## config.mk

```make
export PLATFORM = sky130hd
export DESIGN_NAME = vga_sync_decoder
export DESIGN_NICKNAME = d
export VERILOG_FILES = /design/src/rtl/vga_sync_decoder.sv
export SDC_FILE = /design/constraint.sdc
export NUM_CORES = 1
export LEC_CHECK = 0
export ABC_AREA = 1
export CAP_MARGIN = 30
export CORE_MARGIN = 5
export CORE_UTILIZATION = 55
export DETAILED_ROUTE_END_ITERATION = 7
export GPL_TIMING_DRIVEN = 0
export PLACE_DENSITY = 0.78
export REMOVE_ABC_BUFFERS = 1
export SETUP_SLACK_MARGIN = 0.05
export SLEW_MARGIN = 15
export SYNTH_ARGS = -nofsm -noshare
export SYNTH_HDL_FRONTEND = slang
export SYNTH_SLANG_ARGS = --single-unit
```

## constraint.sdc

```tcl
create_clock -name clk -period 4.95 [get_ports clk]
set_input_delay 0.99 -clock clk [delete_from_list [all_inputs] [get_ports clk]]
set_output_delay 0.99 -clock clk [all_outputs]
set_load 0.005 [all_outputs]
```

## src/rtl/vga_sync_decoder.sv

```systemverilog
// vga_sync_decoder: receive-side VGA timing checker and pixel recoverer.
// Samples Hsync/Vsync/VGA_en/RGB, rebuilds (x,y) coordinates, emits a pixel
// stream two clocks after the input, measures line/frame geometry and raises
// sticky error flags when the timing deviates from the parameters.
// Ports:
//   clk, rst_n                  pixel clock, synchronous active-low reset
//   Hsync, Vsync                active-low syncs from the timing driver
//   VGA_en, vgaRed/Green/Blue   active-video qualifier and 12-bit colour
//   err_clr                     pulse that clears err_flags
//   pix_valid, pix_x, pix_y     recovered pixel stream with coordinates
//   pix_data                    {R,G,B}, zero when pix_valid is low
//   frame_done                  one-cycle pulse at each frame start
//   h_period, v_period          last measured clocks/line and lines/frame
//   locked                      timing matches all parameters
//   err_flags                   sticky: h_period, hsync width, active width,
//                               v_period/vsync width, active height
module vga_sync_decoder #(
  parameter int unsigned H_TOTAL = 800,
  parameter int unsigned H_SYNC  = 96,
  parameter int unsigned H_DISP  = 640,
  parameter int unsigned V_TOTAL = 525,
  parameter int unsigned V_SYNC  = 2,
  parameter int unsigned V_DISP  = 480
) (
  input  logic        clk,
  input  logic        rst_n,
  input  logic        Hsync,
  input  logic        Vsync,
  input  logic        VGA_en,
  input  logic [3:0]  vgaRed,
  input  logic [3:0]  vgaGreen,
  input  logic [3:0]  vgaBlue,
  input  logic        err_clr,
  output logic        pix_valid,
  output logic [10:0] pix_x,
  output logic [10:0] pix_y,
  output logic [11:0] pix_data,
  output logic        frame_done,
  output logic [10:0] h_period,
  output logic [10:0] v_period,
  output logic        locked,
  output logic [4:0]  err_flags
);

  localparam int unsigned CW = 11;
  localparam int unsigned DW = 12;
  localparam int unsigned EW = 5;
  localparam logic [CW-1:0] CMAX = '1;

  typedef enum logic [1:0] {SEARCH, ALIGN, LOCKED} state_t;

  state_t state, state_nxt;

  // Input stage and previous-sample registers
  logic          hs1, vs1, en1, clr1;
  logic [DW-1:0] rgb1;
  logic          hs1_d, vs1_d, en1_d;

  // Measurement counters
  logic [CW-1:0] hcnt, lcnt, hsw, vsw, xcnt, alines;
  logic          armed, full, frame_err;

  logic          hf, hr, vf, vr, en_fall, live, any_err;
  logic [CW-1:0] x_now, hp_new, vp_new;
  logic [EW-1:0] new_err;

  function automatic logic [CW-1:0] sat_inc(input logic [CW-1:0] v);
    return (v == CMAX) ? v : v + CW'(1);
  endfunction

  // Edge detection on the registered syncs
  always_comb begin
    hf      = hs1_d & ~hs1;
    hr      = ~hs1_d & hs1;
    vf      = vs1_d & ~vs1;
    vr      = ~vs1_d & vs1;
    en_fall = en1_d & ~en1;
    live    = (state != SEARCH);
    x_now   = hf ? '0 : xcnt;
    hp_new  = sat_inc(hcnt);
    vp_new  = sat_inc(lcnt);
  end

  // Timing checks; line checks need a line start seen while tracking,
  // frame checks need one complete frame observed first
  always_comb begin
    new_err = '0;
    if (live) begin
      new_err[0] = full && hf && (hp_new != CW'(H_TOTAL));
      new_err[1] = armed && hr && (hsw != CW'(H_SYNC));
      new_err[2] = armed && en_fall && (xcnt != CW'(H_DISP));
      // Vsync width shares the vertical-period flag
      new_err[3] = (full && vf && (vp_new != CW'(V_TOTAL))) ||
                   (armed && vr && (vsw != CW'(V_SYNC)));
      new_err[4] = full && vf && (alines != CW'(V_DISP));
    end
    any_err = |new_err;
  end

  // State register
  always_ff @(posedge clk) begin
    if (!rst_n) state <= SEARCH;
    else        state <= state_nxt;
  end

  // Next-state logic
  always_comb begin
    state_nxt = state;
    case (state)
      SEARCH: if (vf) state_nxt = ALIGN;
      ALIGN:  if (vf && full && !frame_err && !any_err) state_nxt = LOCKED;
      LOCKED: if (any_err) state_nxt = ALIGN;
      default: state_nxt = SEARCH;
    endcase
  end

  // Input stage, counters and registered outputs
  always_ff @(posedge clk) begin
    if (!rst_n) begin
      hs1        <= 1'b1;
      vs1        <= 1'b1;
      en1        <= 1'b0;
      clr1       <= 1'b0;
      rgb1       <= '0;
      hs1_d      <= 1'b1;
      vs1_d      <= 1'b1;
      en1_d      <= 1'b0;
      hcnt       <= '0;
      lcnt       <= '0;
      hsw        <= '0;
      vsw        <= '0;
      xcnt       <= '0;
      alines     <= '0;
      armed      <= 1'b0;
      full       <= 1'b0;
      frame_err  <= 1'b0;
      pix_valid  <= 1'b0;
      pix_x      <= '0;
      pix_y      <= '0;
      pix_data   <= '0;
      frame_done <= 1'b0;
      h_period   <= '0;
      v_period   <= '0;
      locked     <= 1'b0;
      err_flags  <= '0;
    end else begin
      hs1   <= Hsync;
      vs1   <= Vsync;
      en1   <= VGA_en;
      clr1  <= err_clr;
      rgb1  <= {vgaRed, vgaGreen, vgaBlue};
      hs1_d <= hs1;
      vs1_d <= vs1;
      en1_d <= en1;

      if (hf) begin
        h_period <= hp_new;
        hcnt     <= '0;
      end else begin
        hcnt <= sat_inc(hcnt);
      end

      hsw  <= hs1 ? '0 : sat_inc(hsw);
      vsw  <= vs1 ? '0 : (hf ? sat_inc(vsw) : vsw);
      xcnt <= en1 ? sat_inc(x_now) : x_now;

      if (vf) begin
        v_period <= vp_new;
        lcnt     <= '0;
        alines   <= '0;
      end else begin
        if (hf)      lcnt   <= sat_inc(lcnt);
        if (en_fall) alines <= sat_inc(alines);
      end

      // Tracking qualifiers are dropped while searching
      if (!live) begin
        armed     <= vf && hf;
        full      <= 1'b0;
        frame_err <= 1'b0;
      end else begin
        if (hf) armed <= 1'b1;
        if (vf) full <= 1'b1;
        if (vf)           frame_err <= 1'b0;
        else if (any_err) frame_err <= 1'b1;
      end

      pix_valid <= live && en1;
      pix_data  <= (live && en1) ? rgb1 : '0;
      if (live && en1) begin
        pix_x <= x_now;
        pix_y <= alines;
      end

      frame_done <= vf;
      locked     <= (state_nxt == LOCKED);
      // Set wins over a simultaneous clear
      err_flags  <= (err_flags & ~{EW{clr1}}) | new_err;
    end
  end

endmodule
```

==> reports/metrics.csv, run 1 <==
metric,value,unit
portBuffers,81,
p_per_area,353.1,nW/um2
htree_levels,4,
synth_flop_cell,dfxtp_1,
max_cap_violations,0,
cts-hold-fix-buffers,0,
timing_hold_violations_final,0,
path_buf_inv,3,
crit_slowest_cell,nor2_1,
mappedNetlistArea,6384,um2
tritoncts,built,
dp_hpwl,9532,um
finalSetupViolCount,0,
clock_latency,0.42,ns
globalplace.congestion,0.8999,
clock_sinks,154,
async_flop_share,0,%
cp.arrival,3.97,ns
period_needed,3.620,ns
fin_crit_sh,73.14,%
cts_root_buffer,clkbuf_16,
fin_area,7951,um2
worst_slew_pin_slew,0.8980,ns
io_pins,82,
grt_max_degree,45,
place_area,7310,um2
vias,5528,
drv_slew,0,
synth.avg_cell_area,7.475,um2
yosysWarnings,0,
dr.pass1.iters,5,
yosys.area.top_type,dfxtp_1,
clock.fmax,0.2762,GHz
startpoint_type,input port,
finish.utilization,69.64,%
synth-seq-area-share,48.29,%
syn_to_final_growth,24.56,%
core,11420,um2
diodes,0,
layout.nets,964,
die_area,13860,um2
grt_pass1_wl,23620,um
fin_cells,1093,
clock_path_buffers,2,
worstPathMaxFanout,44,
antenna_found_initial,0,
fin_hold_ws,0.4076,ns
dpl.cell_count,1061,
viasPerCell,5.058,
wire_per_inst,12.75,um
post_cts_buffers,0,
grt_util_all_layers,20.43,%
synth_top_area_share,48.29,%
required,5.30,ns
cts_resized,0,
drive_gt1_share,6.316,%
synthCells,854,
overflow,0,
crit_family,buffers and inverters,
synth-edff-count,0,
synth_area_leaders,"dfxtp_1 (48%), inv_1 (8.8%), nand2_1 (8.3%), nor2_1 (6.1%), o21ai_0 (5.6%)",
fin_skew,0.005030,ns
status,"finished, final reports clean",
die_w,117.7,um
fillers,923,
die_h,117.7,um
slew_headroom,39.91,%
end_kind,flip-flop,
worstPathCellList,buf_2 > clkinv_1 > nor2_1 > clkinv_1 > nor2_1,
start_util,55.91,%
cts.clk_slew.worst_paths,0.06,ns
fin_ws,1.330,ns
ir_worst_vdd,0.5816,mV
rsz0062_at_grt,false,
first_iter_violations,339,
finalWirelength,13940,um
ys_types,45,
hold_class,reg -> reg,
ant_nets,0,
slowest_delay,0.89,ns
rows,39,
drc,0,
cts_buffers,17,
crit_type,in -> reg,
grt_pass1_vias,5155,
post-place-ws,0.9222,ns
ys_ff_latch,154,
leakage,3.270,nW
==> state kept, by name (all words and copies together) (netlist names), 2 cells and up <==
name	count
pix_data	12
rgb1	12
alines	11
h_period	11
hcnt	11
hsw	11
lcnt	11
pix_x	11
pix_y	11
v_period	11
vsw	11
xcnt	11
err_flags	5
state	2
==> layout make-up <==
class / instances / area, um2 / area share [%]
Sequential cell: 154 / 3083 / 38.77
Multi-Input combinational cell: 522 / 2623 / 32.98
Timing Repair Buffer: 82 / 820.8 / 10.32
Inverter: 160 / 604.3 / 7.600
Clock buffer: 26 / 509.2 / 6.404
Tap cell: 143 / 178.9 / 2.250
Clock inverter: 6 / 132.6 / 1.668
==> cells in the mapped netlist (2+ instances only) <==
master,count
a21oi_2,2
ha_1,9
xnor2_1,3
nor3_1,19
or2_2,3
a31oi_1,4
dfxtp_1,154
nand3b_1,4
nand3_2,3
or2_1,2
nand2_2,4
nor2_4,3
xor2_1,9
a211oi_1,6
o21ai_0,71
nand2_1,142
nor2_1,103
o211ai_1,5
inv_1,150
clkinv_1,4
nor3b_1,2
a21oi_1,56
nand4_1,13
o21ai_1,4
nand3_1,31
a22o_1,3
nor2_2,4
o21bai_1,3
nor4_1,4
buf_6,2
clkbuf_1,15
inv_2,4
==> report_power, final <==
part	internal, W	switching (W)
sequential	0.00127	0.0000167
combinational	0.0000565	0.0000796
clock	0.000911	0.000477
==> kinds of logic (layout without fill, tap and decap cells) <==
family	count (synthesis)	count (layout)	share of synthesized area, %
compound gates	162	162	14.07
buf+inv	178	274	10.78
fa+ha+maj	9	9	1.764
xor+xnor	12	12	1.647
flops	154	154	48.29
simple gates	339	339	23.44
==> routing by layer <==
layer	part of all wire, %	GRT usage, %
met5	0	0
met4	2.0	7.312
met3	4.6	5.959
met2	48	33.80
met1	46	25.32
==> placed cells by master, fill, tap and decap left out, types with 5 or more instances in the layout <==
cell type | Yosys | layout
nor2_2 | 4 | 5
clkdlybuf4s50_1 | 0 | 80
nand2_1 | 142 | 142
a211oi_1 | 6 | 6
a21oi_1 | 56 | 56
dfxtp_1 | 154 | 154
nand4_1 | 13 | 13
nor3_1 | 19 | 19
nand3_1 | 31 | 31
inv_1 | 150 | 150
o211ai_1 | 5 | 5
clkbuf_16 | 0 | 17
ha_1 | 9 | 9
clkbuf_8 | 0 | 5
o21ai_0 | 71 | 71
nor2_1 | 103 | 101
xor2_1 | 9 | 9
==> path summary, 6_finish.rpt <==
path	from	to	slack (ns)	cells after the start
max	rst_n	hcnt[9]$_SDFF_PP0_	1.33	5
min	rgb1[7]$_SDFF_PN0_	pix_data[7]$_SDFF_PN0_	0.41	2
max reg2reg	hs1_d$_SDFF_PN1_	xcnt[6]$_SDFF_PN0_	2.33	12
min reg2reg	rgb1[7]$_SDFF_PN0_	pix_data[7]$_SDFF_PN0_	0.41	2
==> worst reg2reg max path, cell delays in order, from the launching register on <==
cell and delay (ns):
dfxtp_1 0.36, inv_2 0.06, nor2_4 0.64, nor2_1 0.18, ha_1 0.28, nand3_2 0.11
nor4_2 0.05, nand2_1 0.07, nand2_2 0.09, or2_1 0.25, or2_1 0.22, xor2_1 0.12
nor2_1 0.05
==> metrics by stage <==
stage	setup TNS, ns	total power (W)
final	0	0.002808
after global routing	0	0.002903
after detailed placement	0	0.001445
after global placement	-21.79	0.001440
after CTS	0	0.002830
after floorplan	0	0.001380
No activity file was read; power rests on OpenSTA's default activity.
==> inputs of run 2 (changes only) <==
==> constraint.sdc (replaced) <==
create_clock -name clk -period 3.4 [get_ports clk]
set_input_delay 0.68 -clock clk [delete_from_list [all_inputs] [get_ports clk]]
set_output_delay 0.68 -clock clk [all_outputs]
set_load 0.005 [all_outputs]
==> run 2 against run 1 <==
  * Combinational power rose by 46%
  * Sequential share of layout area hardly changed
  * Count of clock-buffer cells in the layout stayed put
  * Critical path depth did not move
  * Utilization about the same
  * Flip-flop and latch count unchanged
  * Non-clock buffer count stayed put
  * Cell count stayed put
  * Clock power is 45% higher
  * Sequential power increased by 46%
  * Worst hold slack about the same
  * Global-route usage stayed put
  * Critical path type unchanged
  * Largest cell class unchanged
  * Largest power group unchanged
==> reports/metrics.csv, run 2 (same netlist as run 1, synthesis figures left out) <==
metric,value,unit
status,"finished, final reports clean",
hold_path_depth,2,
dp_hpwl,9532,um
rr_worst_depth,12,
final_common_cell,dfxtp_1,
crit_family,buffers and inverters,
vias,5524,
slew_headroom,43.29,%
hold_start,rgb1[5]$_SDFF_PN0_,
path_buf_inv,3,
drc,0,
rrSetupSlack,0.77,ns
globalplace.congestion,0.8999,
finalSetupViolCount,0,
dr_wl_met2,6714,um
crit_slowest_cell,clkinv_1,
fin_area,7954,um2
top_layer_used,met4,
hold_class,reg -> reg,
tritoncts,built,
leakage,3.270,nW
die_h,117.7,um
total_power,0.004088,W
htree_levels,4,
required,3.75,ns
fin_cells,1093,
rsz0062_at_grt,false,
clock_latency,0.42,ns
io_pins,82,
timing.rr.start,hs1_d$_SDFF_PN1_,
drt-met1-wl,6319,um
cts_root_buffer,clkbuf_16,
final_cell_mix,"dfxtp_1 (154), inv_1 (150), nand2_1 (142)",
start_util,55.91,%
fin_crit_sh,86.60,%
startpoint_type,input port,
clock_path_buffers,2,
cts_buffers,17,
multiInputGateArea,2625,um2
grt_pass1_vias,5155,
min_to,pix_data[5]$_SDFF_PN0_,
portBuffers,81,
drv_slew,0,
timing_hold_violations_final,0,
finalWirelength,13920,um
diodes,0,
dpl.cell_count,1061,
worstPathMaxFanout,44,
overflow,0,
dr.pass1.iters,5,
grt_max_degree,45,
ant_nets,0,
post-place-ws,-0.3178,ns
core,11420,um2
place_area,7310,um2
top_regs,"pix_data x12, rgb1 x12",
rows,39,
fin_ws,0.4556,ns
grt_util_all_layers,20.43,%
fillers,923,
die_area,13860,um2
syn_to_final_growth,24.60,%
ff_latch_area,3083,um2
layout.nets,964,
fin_skew,0.004534,ns
period_needed,2.944,ns
worst_slew_pin_slew,0.8487,ns
drive_gt1_share,6.421,%
wire_per_inst,12.74,um
grt_pass1_wl,23620,um
cts.clk_slew.worst_paths,0.06,ns
end_kind,flip-flop,
worstSetupPathDepth,5,
ir_worst_vdd,0.8471,mV
path_common_cell,clkinv_1,
clock.fmax,0.3396,GHz
reg2reg_to,xcnt[6]$_SDFF_PN0_,
met3_length,617,um
viasPerCell,5.054,
crit_type,in -> reg,
worstPathCellList,buf_2 > clkinv_1 > nor2_2 > clkinv_1 > nor2_1,
slowest_delay,0.70,ns
fin_hold_ws,0.4073,ns
max_cap_violations,0,
p_per_area,514.0,nW/um2
die_w,117.7,um
first_iter_violations,390,
cp.arrival,3.29,ns
antenna_found_initial,0,
clock_sinks,154,
## run 2: cell counts in the layout (fill, tap and decap cells not counted)
Identical to the previous run, type by type.
## run 2: stage by stage
stage	util, %	TNS, ns
after CTS	69.64	0
after floorplan	-	0
final	69.66	0
after detailed placement	64.01	-3.050
after global placement	63.84	-111.40
after global routing	69.66	0
## run 2: how the worst max path moves through the flow
stage | startpoint | to
final | rst_n | hcnt[9]$_SDFF_PP0_
after global routing | rst_n | lcnt[9]$_SDFFE_PP0P_
after CTS | rst_n | hcnt[9]$_SDFF_PP0_
after detailed placement | rst_n | hcnt[6]$_SDFF_PP0_
after global placement | rst_n | alines[8]$_SDFFE_PP0P_
after floorplan | rst_n | lcnt[3]$_SDFFE_PP0P_
## run 2: layout make-up
cell class / instances / area share, %
flip-flops and latches: 154 / 38.76
multi-input cells: 522 / 33.00
repair buffers: 82 / 10.32
inverters: 160 / 7.598
clock buffers: 26 / 6.402
well taps: 143 / 2.249
clock inverters: 6 / 1.667
## run 2: what timing repair did
item                                    4_1_cts  5_1_grt
endpoints found under the setup margin        0       10
buffers inserted                              0        0
hold buffers                                  0        0
resized for setup                             0        1
## run 2: report_power, final
part / switching, W / internal [W] / leakage [nW]
registers: 0.0000244 / 0.00185 / 1.25
logic: 0.000116 / 0.0000824 / 1.71
clock network: 0.000694 / 0.00133 / 0.311
## run 2: per-layer routing
layer / track usage [%] / vias up
li1: - / 2894
met1: 25.32 / 2501
met2: 33.80 / 106
met3: 5.959 / 23
met4: 7.312 / 0
met5: 0 / -
## run 2: worst reg2reg max path, stage by stage (launching register included)
cell and delay [ns]:
dfxtp_1 0.36, inv_2 0.07, nor2_4 0.65, nor2_1 0.18, ha_1 0.28, nand3_2 0.11
nor4_2 0.05, nand2_1 0.07, nand2_2 0.09, or2_1 0.25, or2_1 0.22, xor2_1 0.12
nor2_1 0.05
==> inputs of run 3 (changes only) <==
--- a/config.mk
+++ b/config.mk
@@ -5,13 +5,12 @@
 export SDC_FILE = /design/constraint.sdc
 export NUM_CORES = 1
 export LEC_CHECK = 0
-export ABC_AREA = 1
 export CAP_MARGIN = 30
 export CORE_MARGIN = 5
 export CORE_UTILIZATION = 55
 export DETAILED_ROUTE_END_ITERATION = 7
 export GPL_TIMING_DRIVEN = 0
-export PLACE_DENSITY = 0.78
+export PLACE_DENSITY = 0.79
 export REMOVE_ABC_BUFFERS = 1
 export SETUP_SLACK_MARGIN = 0.05
 export SLEW_MARGIN = 15
==> run 3 against run 2 <==
  * Die area fell by 0.86%
  * Cell count fell by 14%
  * Sequential share of layout area rose by 0.78 points
  * Setup slack got worse by 0.022 ns
  * Clock power fell by 3%
  * Critical path depth rose by 3
  * Worst hold slack improved by 0.036 ns
  * Synthesized cell count fell by 16%
  * Largest power group unchanged
==> reports/metrics.csv, run 3 <==
metric,value,unit
status,"finished, final reports clean",
die_h,117.2,um
use_met1,26.14,%
drc,0,
synth-seq-area-share,48.75,%
ys_ff_latch,154,
p_per_area,506.9,nW/um2
timing_hold_violations_final,0,
multiInputGateArea,3018,um2
fillers,882,
slew_headroom,36.50,%
dpl.cell_count,904,
start_util,55.86,%
rsz0062_at_grt,false,
io_pins,82,
worst_slew_pin_slew,0.9525,ns
first_iter_violations,334,
portBuffers,81,
hold_class,reg -> reg,
cts_buffers,17,
grt_util_all_layers,21.38,%
dp_hpwl,9650,um
fin_hold_ws,0.4431,ns
finalSetupViolCount,0,
ir_worst_vdd,0.4675,mV
top_regs,"pix_data x12, rgb1 x12",
rr_worst_depth,8,
drv_slew,0,
fin_ws,0.4331,ns
grt_max_degree,43,
grt_use_met2,36.01,%
cts_resized,0,
period_needed,2.967,ns
mappedNetlistArea,6324,um2
fin_skew,0.006793,ns
grt_pass1_wl,23340,um
final_cell_mix,"dfxtp_1 (154), nand2_1 (99), clkdlybuf4s50_1 (80)",
min_to,pix_data[6]$_SDFF_PN0_,
drive_gt1_share,6.179,%
post-place-ws,0.4792,ns
cts.clk_slew.worst_paths,0.06,ns
timing.rr.start,hs1$_SDFF_PN1_,
cp.arrival,3.29,ns
grt_pass1_vias,4961,
vias,5226,
ff_latch_area,3083,um2
grt.busiest_layer,met2,
die_w,117.2,um
cts_root_buffer,clkbuf_16,
rows,39,
async_flop_share,0,%
fin_crit_sh,87.26,%
synth_most_common_cell,dfxtp_1,
synth_top_area_share,48.75,%
final_common_cell,dfxtp_1,
post_cts_buffers,0,
worstPathMaxFanout,24,
cts-hold-fix-buffers,0,
startpoint_type,flip-flop,
synth_area_leaders,"dfxtp_1 (49%), nand2_1 (5.9%), nor2_1 (3.4%), and2_1 (3.4%), o21ai_0 (3.1%)",
reg2reg_to,xcnt[7]$_SDFF_PN0_,
die_area,13740,um2
ant_nets,0,
synthCells,717,
fin_tns_setup,0,ns
htree_levels,4,
synth.avg_cell_area,8.819,um2
synth_flop_cell,dfxtp_1,
max_cap_violations,0,
ys_top_cells_by_count,"dfxtp_1 (154), nand2_1 (99), nor2_1 (58), o21ai_0 (39), and2_1 (34)",
ys_types,54,
clock.fmax,0.3371,GHz
wire_per_inst,14.97,um
end_kind,flip-flop,
diodes,0,
yosysWarnings,0,
globalplace.congestion,0.9041,
dr.pass1.iters,4,
yosys.area.top_type,dfxtp_1,
rrSetupSlack,0.43,ns
leakage,2.808,nW
hold_start,rgb1[6]$_SDFF_PN0_,
clock_path_buffers,2,
required,3.72,ns
overflow,0,
synth-edff-count,0,
finalWirelength,14010,um
clock_latency,0.42,ns
tritoncts,built,
clock_sinks,154,
hold_path_depth,1,
viasPerCell,5.583,
antenna_found_initial,0,
syn_to_final_growth,23.31,%
finish.utilization,68.88,%
layout.nets,807,
crit_type,reg -> reg,
use_met3,5.604,%
core,11320,um2
fin_cells,936,
run 3: changes by cell type after synthesis, moves of 12 or more:
cell      delta
inv_1      -136
nor2_1      -45
nand2_1     -43
and2_1      +34
o21ai_0     -32
a21oi_1     -29
and3_1      +26
a21boi_0    +20
clkbuf_1    +15
xnor2_1     +14
nor2b_1     +12
run 3: where the power goes:
part           internal, W  switching (W)  total (W)
logic            0.0000608      0.0000791   0.000140
clock network      0.00122       0.000745    0.00196
registers          0.00183      0.0000195    0.00185
run 3: final cells by class:
| cell class | instances | share of cell area [%] |
|---|---|---|
| repair buffers | 83 | 10.73 |
| clock inverters | 12 | 2.070 |
| inverters | 14 | 0.6739 |
| flip-flops and latches | 154 | 39.54 |
| multi-input cells | 510 | 38.70 |
| clock buffers | 20 | 5.985 |
| well taps | 143 | 2.295 |
run 3: per-layer routing:
metal | vias to the layer above | share of wire, %
li1 | 2592 | -
met1 | 2482 | 44
met2 | 131 | 50
met3 | 21 | 4.4
met4 | 0 | 1.3
met5 | - | 0
run 3: kinds of logic (layout without fill, tap and decap cells):
kind of cell	after synthesis	after routing	share of synthesized area, %
fa+ha+maj	9	9	1.781
flops	154	154	48.75
buf+inv	53	129	3.581
simple gates	332	332	26.61
mux	9	9	1.444
compound gates	125	125	12.98
xor+xnor	35	35	4.848
run 3: critical path: stages, from the launching register on:
cell	delay, ns
dfxtp_1	0.38
nand2b_1	0.75
and2_1	0.31
ha_1	0.23
nand2_1	0.09
o41a_1	0.43
and4_1	0.30
and3_1	0.20
o21a_1	0.16
run 3: per-stage QoR:
step | total power [W] | area, um2
final | 0.003952 | 7797
after global routing | 0.004083 | 7797
after CTS | 0.003978 | 7797
after detailed placement | 0.002027 | 7169
after global placement | 0.002017 | 7139
after floorplan | 0.001956 | 6150
run 3: how the worst max path moves through the flow:
stage,start,to
after CTS,hs1$_SDFF_PN1_,xcnt[7]$_SDFF_PN0_
after global routing,hs1$_SDFF_PN1_,xcnt[7]$_SDFF_PN0_
final,hs1$_SDFF_PN1_,xcnt[7]$_SDFF_PN0_
after floorplan,hs1$_SDFF_PN1_,xcnt[7]$_SDFF_PN0_
after global placement,rst_n,lcnt[7]$_SDFFE_PP0P_
after detailed placement,hs1$_SDFF_PN1_,xcnt[7]$_SDFF_PN0_
